[config.mk]
export PLATFORM = sky130hd
export DESIGN_NAME = blob_centroid_detect
export DESIGN_NICKNAME = d
export VERILOG_FILES = /design/src/rtl/blob_centroid_detect.sv
export SDC_FILE = /design/constraint.sdc
export NUM_CORES = 1
export LEC_CHECK = 0
export ABC_CLOCK_PERIOD_IN_PS = 7060
export CAP_MARGIN = 20
export CORE_ASPECT_RATIO = 2
export CORE_MARGIN = 4
export CORE_UTILIZATION = 25
export CTS_BUF_LIST = sky130_fd_sc_hd__clkbuf_2 sky130_fd_sc_hd__clkbuf_4 sky130_fd_sc_hd__clkbuf_8
export CTS_CLUSTER_DIAMETER = 40
export DETAILED_ROUTE_END_ITERATION = 8
export GPL_ROUTABILITY_DRIVEN = 0
export GPL_TIMING_DRIVEN = 0
export HOLD_SLACK_MARGIN = 0.06
export PLACE_DENSITY = 0.48
export SLEW_MARGIN = 20
export SYNTH_ARGS = -nofsm -noshare
export SYNTH_HDL_FRONTEND = slang
export SYNTH_SLANG_ARGS = --single-unit
[constraint.sdc]
create_clock -name clk -period 7.06 [get_ports clk]
set_input_delay 1.765 -clock clk [delete_from_list [all_inputs] [get_ports clk]]
set_output_delay 1.765 -clock clk [all_outputs]
set_load 0.01 [all_outputs]
[src/rtl/blob_centroid_detect.sv]
// Colour-threshold blob detector: accumulates matching-pixel coordinates per frame and
// divides at each frame marker. Optional CENTROID_SMOOTH_EN averages successive centroids.
module blob_centroid_detect #(
    parameter int         IMG_W       = 320,
    parameter int         IMG_H       = 240,
    parameter logic [4:0] R_MIN       = 5'd20,
    parameter logic [5:0] G_MAX       = 6'd24,
    parameter logic [4:0] B_MAX       = 5'd12,
    parameter int         MIN_PIXELS  = 64,
    parameter int         SCALE_SHIFT = 1
) (
    input  logic        clk,
    input  logic        rst,
    input  logic [16:0] fifo_dout,
    input  logic        fifo_empty,
    output logic        fifo_rd_en,
    output logic [10:0] X_detect,
    output logic [9:0]  Y_detect,
    output logic        xy_valid,
    output logic        busy
);

    localparam int XW = $clog2(IMG_W);
    localparam int YW = $clog2(IMG_H + 1);

    typedef enum logic [1:0] {ACCUM, DIVIDE, UPDATE} state_t;

    state_t        state;
    logic [XW-1:0] x_cnt;
    logic [YW-1:0] y_cnt;
    logic [24:0]   sum_x, sum_y;
    logic [16:0]   count;
    logic [24:0]   qx, qy;
    logic [16:0]   rx, ry, divisor;
    logic [4:0]    step;
    logic          frame_ok;
    logic          accept, pix_match;
    logic [10:0]   x_new, x_next;
    logic [9:0]    y_new, y_next;

    // One restoring-division step: shift the next dividend bit into the remainder,
    // subtract when possible, and shift the quotient bit into the dividend register.
    function automatic logic [41:0] div_step(input logic [16:0] rem, input logic [24:0] q,
                                             input logic [16:0] d);
        logic [17:0] t;
        t = {rem, q[24]};
        if (t >= {1'b0, d})
            div_step = {17'(t - {1'b0, d}), q[23:0], 1'b1};
        else
            div_step = {t[16:0], q[23:0], 1'b0};
    endfunction

    assign fifo_rd_en = ~rst & ~fifo_empty & (state == ACCUM);
    assign accept     = fifo_rd_en & ~fifo_empty;
    assign pix_match  = (fifo_dout[15:11] >= R_MIN) & (fifo_dout[10:5] <= G_MAX)
                      & (fifo_dout[4:0] <= B_MAX);

    assign x_new = 11'(qx << SCALE_SHIFT);
    assign y_new = 10'(qy << SCALE_SHIFT);

`ifdef CENTROID_SMOOTH_EN
    logic [11:0] x_sum;
    logic [10:0] y_sum;
    assign x_sum  = {1'b0, X_detect} + {1'b0, x_new};
    assign y_sum  = {1'b0, Y_detect} + {1'b0, y_new};
    assign x_next = xy_valid ? 11'(x_sum >> 1) : x_new;
    assign y_next = xy_valid ? 10'(y_sum >> 1) : y_new;
`else
    assign x_next = x_new;
    assign y_next = y_new;
`endif

    // NOTE: all state below is updated with non-blocking assignments so every register
    // samples pre-edge values, e.g. the marker latches sum_x before it is cleared.
    always_ff @(posedge clk or posedge rst) begin
        if (rst) begin
            state    <= ACCUM;
            x_cnt    <= '0;
            y_cnt    <= '0;
            sum_x    <= '0;
            sum_y    <= '0;
            count    <= '0;
            qx       <= '0;
            qy       <= '0;
            rx       <= '0;
            ry       <= '0;
            divisor  <= '0;
            step     <= '0;
            frame_ok <= 1'b0;
            X_detect <= '0;
            Y_detect <= '0;
            xy_valid <= 1'b0;
            busy     <= 1'b0;
        end else begin
            case (state)
                ACCUM: begin
                    if (accept) begin
                        if (fifo_dout[16]) begin
                            qx      <= sum_x;
                            qy      <= sum_y;
                            divisor <= count;
                            rx      <= '0;
                            ry      <= '0;
                            step    <= '0;
                            sum_x   <= '0;
                            sum_y   <= '0;
                            count   <= '0;
                            x_cnt   <= '0;
                            y_cnt   <= '0;
                            if (count < 17'(MIN_PIXELS)) begin
                                frame_ok <= 1'b0;
                                state    <= UPDATE;
                            end else begin
                                frame_ok <= 1'b1;
                                busy     <= 1'b1;
                                state    <= DIVIDE;
                            end
                        end else if (y_cnt != YW'(IMG_H)) begin
                            // Pixels beyond the last line of an overlong frame are dropped.
                            if (pix_match) begin
                                sum_x <= sum_x + 25'(x_cnt);
                                sum_y <= sum_y + 25'(y_cnt);
                                if (count != '1)
                                    count <= count + 17'(1);
                            end
                            if (x_cnt == XW'(IMG_W - 1)) begin
                                x_cnt <= '0;
                                y_cnt <= y_cnt + YW'(1);
                            end else begin
                                x_cnt <= x_cnt + XW'(1);
                            end
                        end
                    end
                end
                DIVIDE: begin
                    {rx, qx} <= div_step(rx, qx, divisor);
                    {ry, qy} <= div_step(ry, qy, divisor);
                    step     <= step + 5'(1);
                    if (step == 5'd24)
                        state <= UPDATE;
                end
                UPDATE: begin
                    if (frame_ok) begin
                        X_detect <= x_next;
                        Y_detect <= y_next;
                        xy_valid <= 1'b1;
                    end else begin
                        xy_valid <= 1'b0;
                    end
                    busy  <= 1'b0;
                    state <= ACCUM;
                end
                default: state <= ACCUM;
            endcase
        end
    end

endmodule
After elaboration in Yosys (flattened, before gate mapping)
Index checks and enable logic that the tools add are counted.
{"block": "word_totals", "word_cells": 106, "register_bits": 214, "in_bits": 20, "out_inout_bits": 24}
{"block": "classes", "order_cmp": 6, "reduce_logical": 16, "bitwise_logic": 7, "muxes": 42, "eq_ne": 10, "add_sub_neg": 8}
{"operator": "$mux 25", "count": 10}
{"operator": "$mux 17", "count": 6}
{"operator": "$pmux 25 s2", "count": 2}
{"operator": "$mux 42", "count": 2}
{"operator": "$pmux 17 s2", "count": 2}
{"operator": "$ge 18x17->1", "count": 2}
{"operator": "$sub 17x17->17", "count": 2}
{"operator": "$mux 9", "count": 3}
{"operator": "$add 25x8->25", "count": 1}
{"operator": "$add 25x9->25", "count": 1}
{"operator": "$mux 8", "count": 3}
{"operator": "$add 17x1->17 const B", "count": 1}
{"operator": "$lt 17x7->1 const B", "count": 1}
{"operator": "$ne 17x17->1 const B", "count": 1}
{"operator": "$reduce_and 3->1", "count": 4}
{"operator": "$reduce_and 4->1", "count": 3}
{"operator": "$reduce_bool 2->1", "count": 6}
{"operator": "$mux 5", "count": 2}
{"operator": "$pmux 5 s2", "count": 1}
{"operator": "$add 9x1->9 const B", "count": 1}
{"operator": "$eq 9x9->1 const B", "count": 1}
{"operator": "$add 8x1->8 const B", "count": 1}
{"operator": "$mux 2", "count": 4}
{"operator": "$ne 2x2->1 const B", "count": 4}
{"operator": "other kinds (16)", "count": 25}

Longest topological paths before layout
Gate-level depths: netlist (run 1).
{"block": "depth", "depth_word": 6, "depth_mapped": 13, "mapped_depth_nobuf": 11}

Worst setup path after synthesis (run 1)
OpenSTA, ideal clock, no wires.
{"block": "synth_path", "path_kind": "input to output", "from": "in fifo_empty", "to": "out fifo_rd_en", "cell_stages": 2, "n_path_buf": 0, "path_slack_ns": 2.920, "t_required_ns": 5.295, "t_arrival_ns": 2.375, "cell_sequence": "or4_4 inv_1"}
{"block": "synth_between", "elab_chain_cells": 3}
{"element": "from (decl)", "line": "15", "text": "input logic fifo_empty,"}
{"element": "$not 1->1", "line": "53", "text": "assign fifo_rd_en = ~rst & ~fifo_empty & (state == ACCUM);"}
{"element": "$and 1x1->1 (2 in a row)", "line": "53"}
{"element": "to (decl)", "line": "16", "text": "output logic fifo_rd_en,"}
Every way passes these cells.

Worst setup path in the final report (run 1)
{"block": "layout_path", "from": "in rst", "to": "out fifo_rd_en"}
{"block": "layout_between", "elab_chain_cells": 3}
{"element": "from (decl)", "line": "13", "text": "input logic rst,"}
{"element": "$not 1->1", "line": "53"}
{"element": "$and 1x1->1 (2 in a row)", "line": "53"}
Every way passes these cells.

==> results of run 1 <==
-- flip-flops by register name, indices dropped and copies added (netlist names), 9 cells and up --
name / cells
qx: 25
qy: 25
sum_x: 25
sum_y: 25
count: 17
divisor: 17
rx: 17
ry: 17
X_detect: 10
Y_detect: 9
x_cnt: 9
-- worst max-delay path, delay by kind of cell --
kind / cells / cell delay, ns
buf+inv: 3 / 1.14
simple gates: 1 / 0.48
-- area by class of cell --
cell class | instances | area [um2]
plain buffers | 54 | 219
well taps | 627 | 785
clock inverters | 10 | 185
multi-input cells | 923 | 5960
diodes | 1 | 2.50
repair buffers | 48 | 601
fillers | 5031 | 32600
clock buffers | 48 | 611
inverters | 54 | 206
flip-flops and latches | 214 | 5360
-- cell usage after synthesis (all sizes together) (12+ instances only) --
master,count,share of area
dfrtp,214,0.46
nand2,196,0.063
nor2,92,0.029
o21ai,85,0.037
ha,58,0.062
nand3,56,0.024
inv,54,0.017
a22oi,47,0.030
clkbuf,44,0.014
xor2,44,0.033
a21oi,43,0.018
xnor2,38,0.028
mux2i,23,0.020
nand4,21,0.014
mux2,20,0.019
nor3,17,0.0082
and3,14,0.0076
o21a,14,0.0090
o211ai,13,0.0083
nor2b,12,0.0064
-- metrics by stage --
stage	hold WS [ns]	utilization	power, mW	worst slack, ns	std cells
6_report	0.475	0.299	5.36	1.90	1979
5_1_grt	0.500	0.299	5.74	1.87	1979
4_1_cts	0.480	0.299	5.42	1.89	1978
3_5_place_dp	0.465	0.282	4.09	1.90	1920
3_3_place_gp	0.461	0.278	4.04	0.538	1911
2_1_floorplan	0.446	-	3.36	2.51	1245
-- worst max-delay path by stage --
stage	start	endpoint	slack, ns	depth (start not counted)
floorplan	rst	X_detect[10]	2.51	1
global route	rst	fifo_rd_en	1.87	4
finish	rst	fifo_rd_en	1.90	4
CTS	rst	fifo_rd_en	1.89	4
detailed placement	rst	fifo_rd_en	1.90	4
global placement	rst	ry[7]	0.54	2
-- metal layers --
layer	wire [um]	vias to the layer above
met1	12200	4750
li1	-	4564
met4	2250	0
met3	1020	91
met2	21100	201
met5	0	-
-- cell families after synthesis --
family / share of synthesized area
muxes: 0.0388
and+or+nand+nor: 0.181
DFF: 0.456
other: 0.000320
buffers and inverters: 0.0359
AOI/OAI and AO/OA: 0.157
xor gates and xnor gates: 0.0612
adders and majority gates: 0.0687
-- power breakdown --
group,internal [mW],total (mW),switching [mW]
clock network,0.746,1.30,0.550
registers,1.50,1.76,0.251
logic,0.981,2.31,1.33
-- cells in the final DEF, fill, tap and decap left out, drive strengths merged, types with 12 or more instances in the layout --
cell type	count
clkbuf	92
nand2	196
clkdlybuf4s50	39
nor2	92
mux2i	23
nor3	17
inv	55
xor2	44
mux2	20
nand4	21
buf	19
xnor2	38
nor2b	12
ha	58
o21ai	85
a22oi	47
dfrtp	214
a21oi	43
nand3	56
and3	14
o21a	14
o211ai	13
==> impl_metrics.ini, run 1 <==
[run]
max-cap-violations = 0

[sta]
hold_viol_final = 0
fmax_ghz = 0.194
rsz0062_at_grt = no
setup_viol = 0
fin_setup_tns_ns = 0
clock_skew_ns = 0.0211
relSlewSlack = 0.309
fin_crit_ns = 5.16
finalCritPeriodShare = 0.730
worstMarginPinSlew_ns = 1.03
finalMaxSlewViolations = 0

[clock_network]
cts_inserted_buffers = 35
clk_latency_ns = 0.56
cts-hold-fix-buffers = 0
clk_path_buf_depth = 3
cts-root-buf = clkbuf_8
cts_resized = 0
clk_pin_slew_ns = 0.06
post-cts-setup-buffers = 0
cts.sinks = 214
cts_htree_levels = 2
cts_tree = built

[grt]
grt_pass1_vias = 10200
busiest_layer = met2
grtUsageMet1 = 0.133
grt_max_degree = 32
grt_overflow = 0
grt_pass1_wl_um = 57400
antenna_found_initial = 1
grt_use_met3 = 0.0174
grt.total_usage = 0.145
use_met2 = 0.296

[critical_path]
slowest_delay_ns = 0.56
start_kind = input pin
cpMostUsedCell = clkdlybuf4s50_1
critPathSlowestCell = clkdlybuf4s50_1
r2r_end = rx[15]
critPathMaxFanout = 3
cp-end-kind = primary output
crit_chain = clkdlybuf4s50_1, or4_4, inv_1, clkdlybuf4s50_1
critPathKind = input pin to primary output
r2r-start = divisor[0]
critical_path_required_ns = 5.30
reg2reg_slack_ns = 3.37
reg2reg_depth = 12
cp.arrival_ns = 3.39

[yosys]
synth_seq_cells = 214
syn_area_um2 = 11700
synth_seq_area_share = 0.456
avgSynthCellArea_um2 = 9.43
yosysWarnings = 0
ys_async_sr_fraction = 1.00
synth-edff-count = 0
synthCells = 1244
dominantRegCellSynth = dfrtp_1
synth.distinct_cells = 67

[routing]
drc = 0
routed_wirelength_um = 36600
vias_per_cell = 4.85
dr_total_vias = 9606
drt_iter0_markers = 418
routedWlPerCell_um = 18.5
dr.pass1.iters = 5
ant_nets = 0

[hold_path]
hold_class = flip-flop to flip-flop
min_from = qx[17]
min_to = qx[17]
holdPathStages = 2

[power]
p_leak_nw = 6.30
powerDensity_nw_per_um2 = 385
ir_drop_mv = 0.166

[layout]
area_growth_pct = 18.7
num-nets-final = 1412
fin_area_um2 = 13900
drive_gt1_frac = 0.0807

[die]
core_area_um2 = 46500
placementRows = 112
die_y_um = 314
floorplan.initialDensity = 0.252
dieWidth_um = 161
dieArea_um2 = 50700
ioPinCount = 44

[placed_design]
dpl_cell_area_um2 = 13100
place_hpwl_um = 28100
io_buffer_count = 39

[status]
outcome = finished clean
No activity file was read; power rests on OpenSTA's default activity.
==> run 2: changes to the inputs <==
--- a/config.mk
+++ b/config.mk
@@ -5,7 +5,7 @@
 export SDC_FILE = /design/constraint.sdc
 export NUM_CORES = 1
 export LEC_CHECK = 0
-export ABC_CLOCK_PERIOD_IN_PS = 7060
+export ABC_CLOCK_PERIOD_IN_PS = 4900
 export CAP_MARGIN = 20
 export CORE_ASPECT_RATIO = 2
 export CORE_MARGIN = 4
@@ -16,7 +16,7 @@
 export GPL_ROUTABILITY_DRIVEN = 0
 export GPL_TIMING_DRIVEN = 0
 export HOLD_SLACK_MARGIN = 0.06
-export PLACE_DENSITY = 0.48
+export PLACE_DENSITY = 0.46
 export SLEW_MARGIN = 20
 export SYNTH_ARGS = -nofsm -noshare
 export SYNTH_HDL_FRONTEND = slang
==> constraint.sdc (replaced) <==
create_clock -name clk -period 4.9 [get_ports clk]
set_input_delay 1.225 -clock clk [delete_from_list [all_inputs] [get_ports clk]]
set_output_delay 1.225 -clock clk [all_outputs]
set_load 0.01 [all_outputs]
==> run 2 against run 1 <==
Against the previous run:
- sequential share of layout area rose by 0.35 points
- clock power grew 29%
- wire length increased by 0.47%
- clock skew hardly changed
- sequential cell count stayed put
- register-to-register slack got worse by 2.2 ns
- critical path depth unchanged
- die area is the same
- non-clock buffer count down 1
- sequential power grew 44%
- worst hold slack worse by 0.00059 ns
- critical path type unchanged
- largest cell class unchanged
- highest routed layer unchanged
==> impl_metrics.ini, run 2 (synthesis gave the netlist of run 1 again) <==
[critical_path]
start_kind = input pin
critPathKind = input pin to primary output
cp-startpoint = rst
critical_path_required_ns = 3.67
crit_chain = clkdlybuf4s50_1, or4_4, inv_1, clkdlybuf4s50_1
cp-end-kind = primary output
critPathMaxFanout = 3
critPathSlowestCell = clkdlybuf4s50_1
r2r-start = divisor[0]
crit_buf_inv = 3
cp_top_family = buffers and inverters
slowest_delay_ns = 0.57
cpMostUsedCell = clkdlybuf4s50_1
cp.arrival_ns = 2.85

[grt]
antenna_found_initial = 1
grt.total_usage = 0.146
grt_overflow = 0
grt_pass1_vias = 10000
grt_pass1_wl_um = 57600
grt_max_degree = 33

[sta]
finalCritPeriodShare = 0.831
worstMarginPinSlew_ns = 1.07
hold_viol_final = 0
clock_skew_ns = 0.0207
fin_crit_ns = 4.07
fmax_ghz = 0.245
rsz0062_at_grt = no
relSlewSlack = 0.285
finalMaxSlewViolations = 0
setup_viol = 0
timing.hold.ws_ns = 0.475

[power]
ir_drop_mv = 0.244
p_leak_nw = 6.24
powerDensity_nw_per_um2 = 545
total_power_mw = 7.52

[routing]
routed_wirelength_um = 36800
dr.pass1.iters = 5
ant_nets = 0
vias_per_cell = 4.84
drc = 0
drt_iter0_markers = 485
dr_total_vias = 9572
routedWlPerCell_um = 18.6

[status]
outcome = finished clean

[clock_network]
clk_latency_ns = 0.56
clk_path_buf_depth = 3
cts-root-buf = clkbuf_8
cts_inserted_buffers = 35
clk_pin_slew_ns = 0.06
cts_htree_levels = 2
cts-hold-fix-buffers = 0
cts.sinks = 214
post-cts-setup-buffers = 0
cts_resized = 0
cts_tree = built

[placed_design]
place_hpwl_um = 28300
dp_cells = 1919
io_buffer_count = 39
dpl_cell_area_um2 = 13100

[die]
ioPinCount = 44
dieArea_um2 = 50700
dieWidth_um = 161
die_y_um = 314
floorplan.initialDensity = 0.252
placementRows = 112
core_area_um2 = 46500

[layout]
nFillCells = 5027
fin_area_um2 = 13800
area_growth_pct = 17.6
drive_gt1_frac = 0.0793
final_common_cell = dfrtp_1
layout_common_cells = dfrtp_1, nand2_1, nor2_1
num-nets-final = 1411
fin_cells = 1977
finish.utilization = 0.297

[hold_path]
min_from = qx[12]
hold_class = flip-flop to flip-flop

[run]
max-cap-violations = 0
## run 2: final cells by class
| class | count | area [um2] | share of cell area |
|---|---|---|---|
| antenna | 1 | 2.50 | 0.000181 |
| timing repair buffer | 47 | 566 | 0.0410 |
| tap | 627 | 785 | 0.0568 |
| buffer | 54 | 219 | 0.0159 |
| clock inverter | 11 | 118 | 0.00852 |
| sequential | 214 | 5360 | 0.388 |
| inverter | 54 | 206 | 0.0150 |
| multi-input combinational | 923 | 5960 | 0.432 |
| clock buffer | 46 | 589 | 0.0427 |
## run 2: worst min-delay path, cell delays in order, from the launching register on
cell and delay (ns):
dfrtp_1 0.34, nand2_1 0.05, nand2_1 0.05
## run 2: per-layer routing
metal / track usage / vias to the layer above / wire length, um
met1: 0.136 / 4734 / 12200
met3: 0.0165 / 80 / 1110
li1: - / 4559 / -
met5: 0 / - / 0
met4: 0.0701 / 0 / 1840
met2: 0.303 / 199 / 21600
## run 2: where the power goes
group	switching (mW)	internal [mW]	total (mW)	leakage, nW
clock network	0.787	0.893	1.68	0.369
registers	0.361	2.17	2.53	2.91
logic	1.90	1.41	3.31	2.96
## run 2: final timing paths
| path | depth (start not counted) | slack, ns | endpoint |
|---|---|---|---|
| worst max-delay path | 4 | 0.83 | fifo_rd_en |
| worst min-delay path | 2 | 0.47 | qx[12] |
| worst max register to register | 12 | 1.21 | rx[16] |
| worst min register to register | 2 | 0.47 | qx[12] |
| max in group asynchronous | 6 | 2.56 | ry[6] |
| min in group asynchronous | 2 | 1.10 | sum_y[13] |
## run 2: metrics by stage
step           setup TNS [ns]  worst slack, ns
3_3_place_gp          -226.63            -1.08
5_1_grt                     0            0.764
2_1_floorplan               0            0.891
4_1_cts                     0            0.806
6_report                    0            0.827
3_5_place_dp                0            0.256
==> run 3: changes to the inputs <==
--- a/config.mk
+++ b/config.mk
@@ -5,7 +5,7 @@
 export SDC_FILE = /design/constraint.sdc
 export NUM_CORES = 1
 export LEC_CHECK = 0
-export ABC_CLOCK_PERIOD_IN_PS = 4900
+export ABC_CLOCK_PERIOD_IN_PS = 4200
 export CAP_MARGIN = 20
 export CORE_ASPECT_RATIO = 2
 export CORE_MARGIN = 4
==> constraint.sdc (replaced) <==
create_clock -name clk -period 4.2 [get_ports clk]
set_input_delay 1.05 -clock clk [delete_from_list [all_inputs] [get_ports clk]]
set_output_delay 1.05 -clock clk [all_outputs]
set_load 0.01 [all_outputs]
==> results of run 3 <==
Same layout as run 2 (identical final DEF). Status: finished clean.
Among the figures that moved: setup slack after placement 0.256 ns -> -0.269 ns; clock-pin slew on the worst setup and hold paths 0.06 ns -> 0.07 ns; setup slack after layout 0.827 ns -> 0.459 ns; start point of the critical path rst -> fifo_dout[16]; end point of the critical path fifo_rd_en -> qy[0]; register-to-register setup slack 1.21 ns -> 0.51 ns; total power 7.52 mW -> 8.77 mW; worst IR drop on VDD 0.244 mV -> 0.284 mV
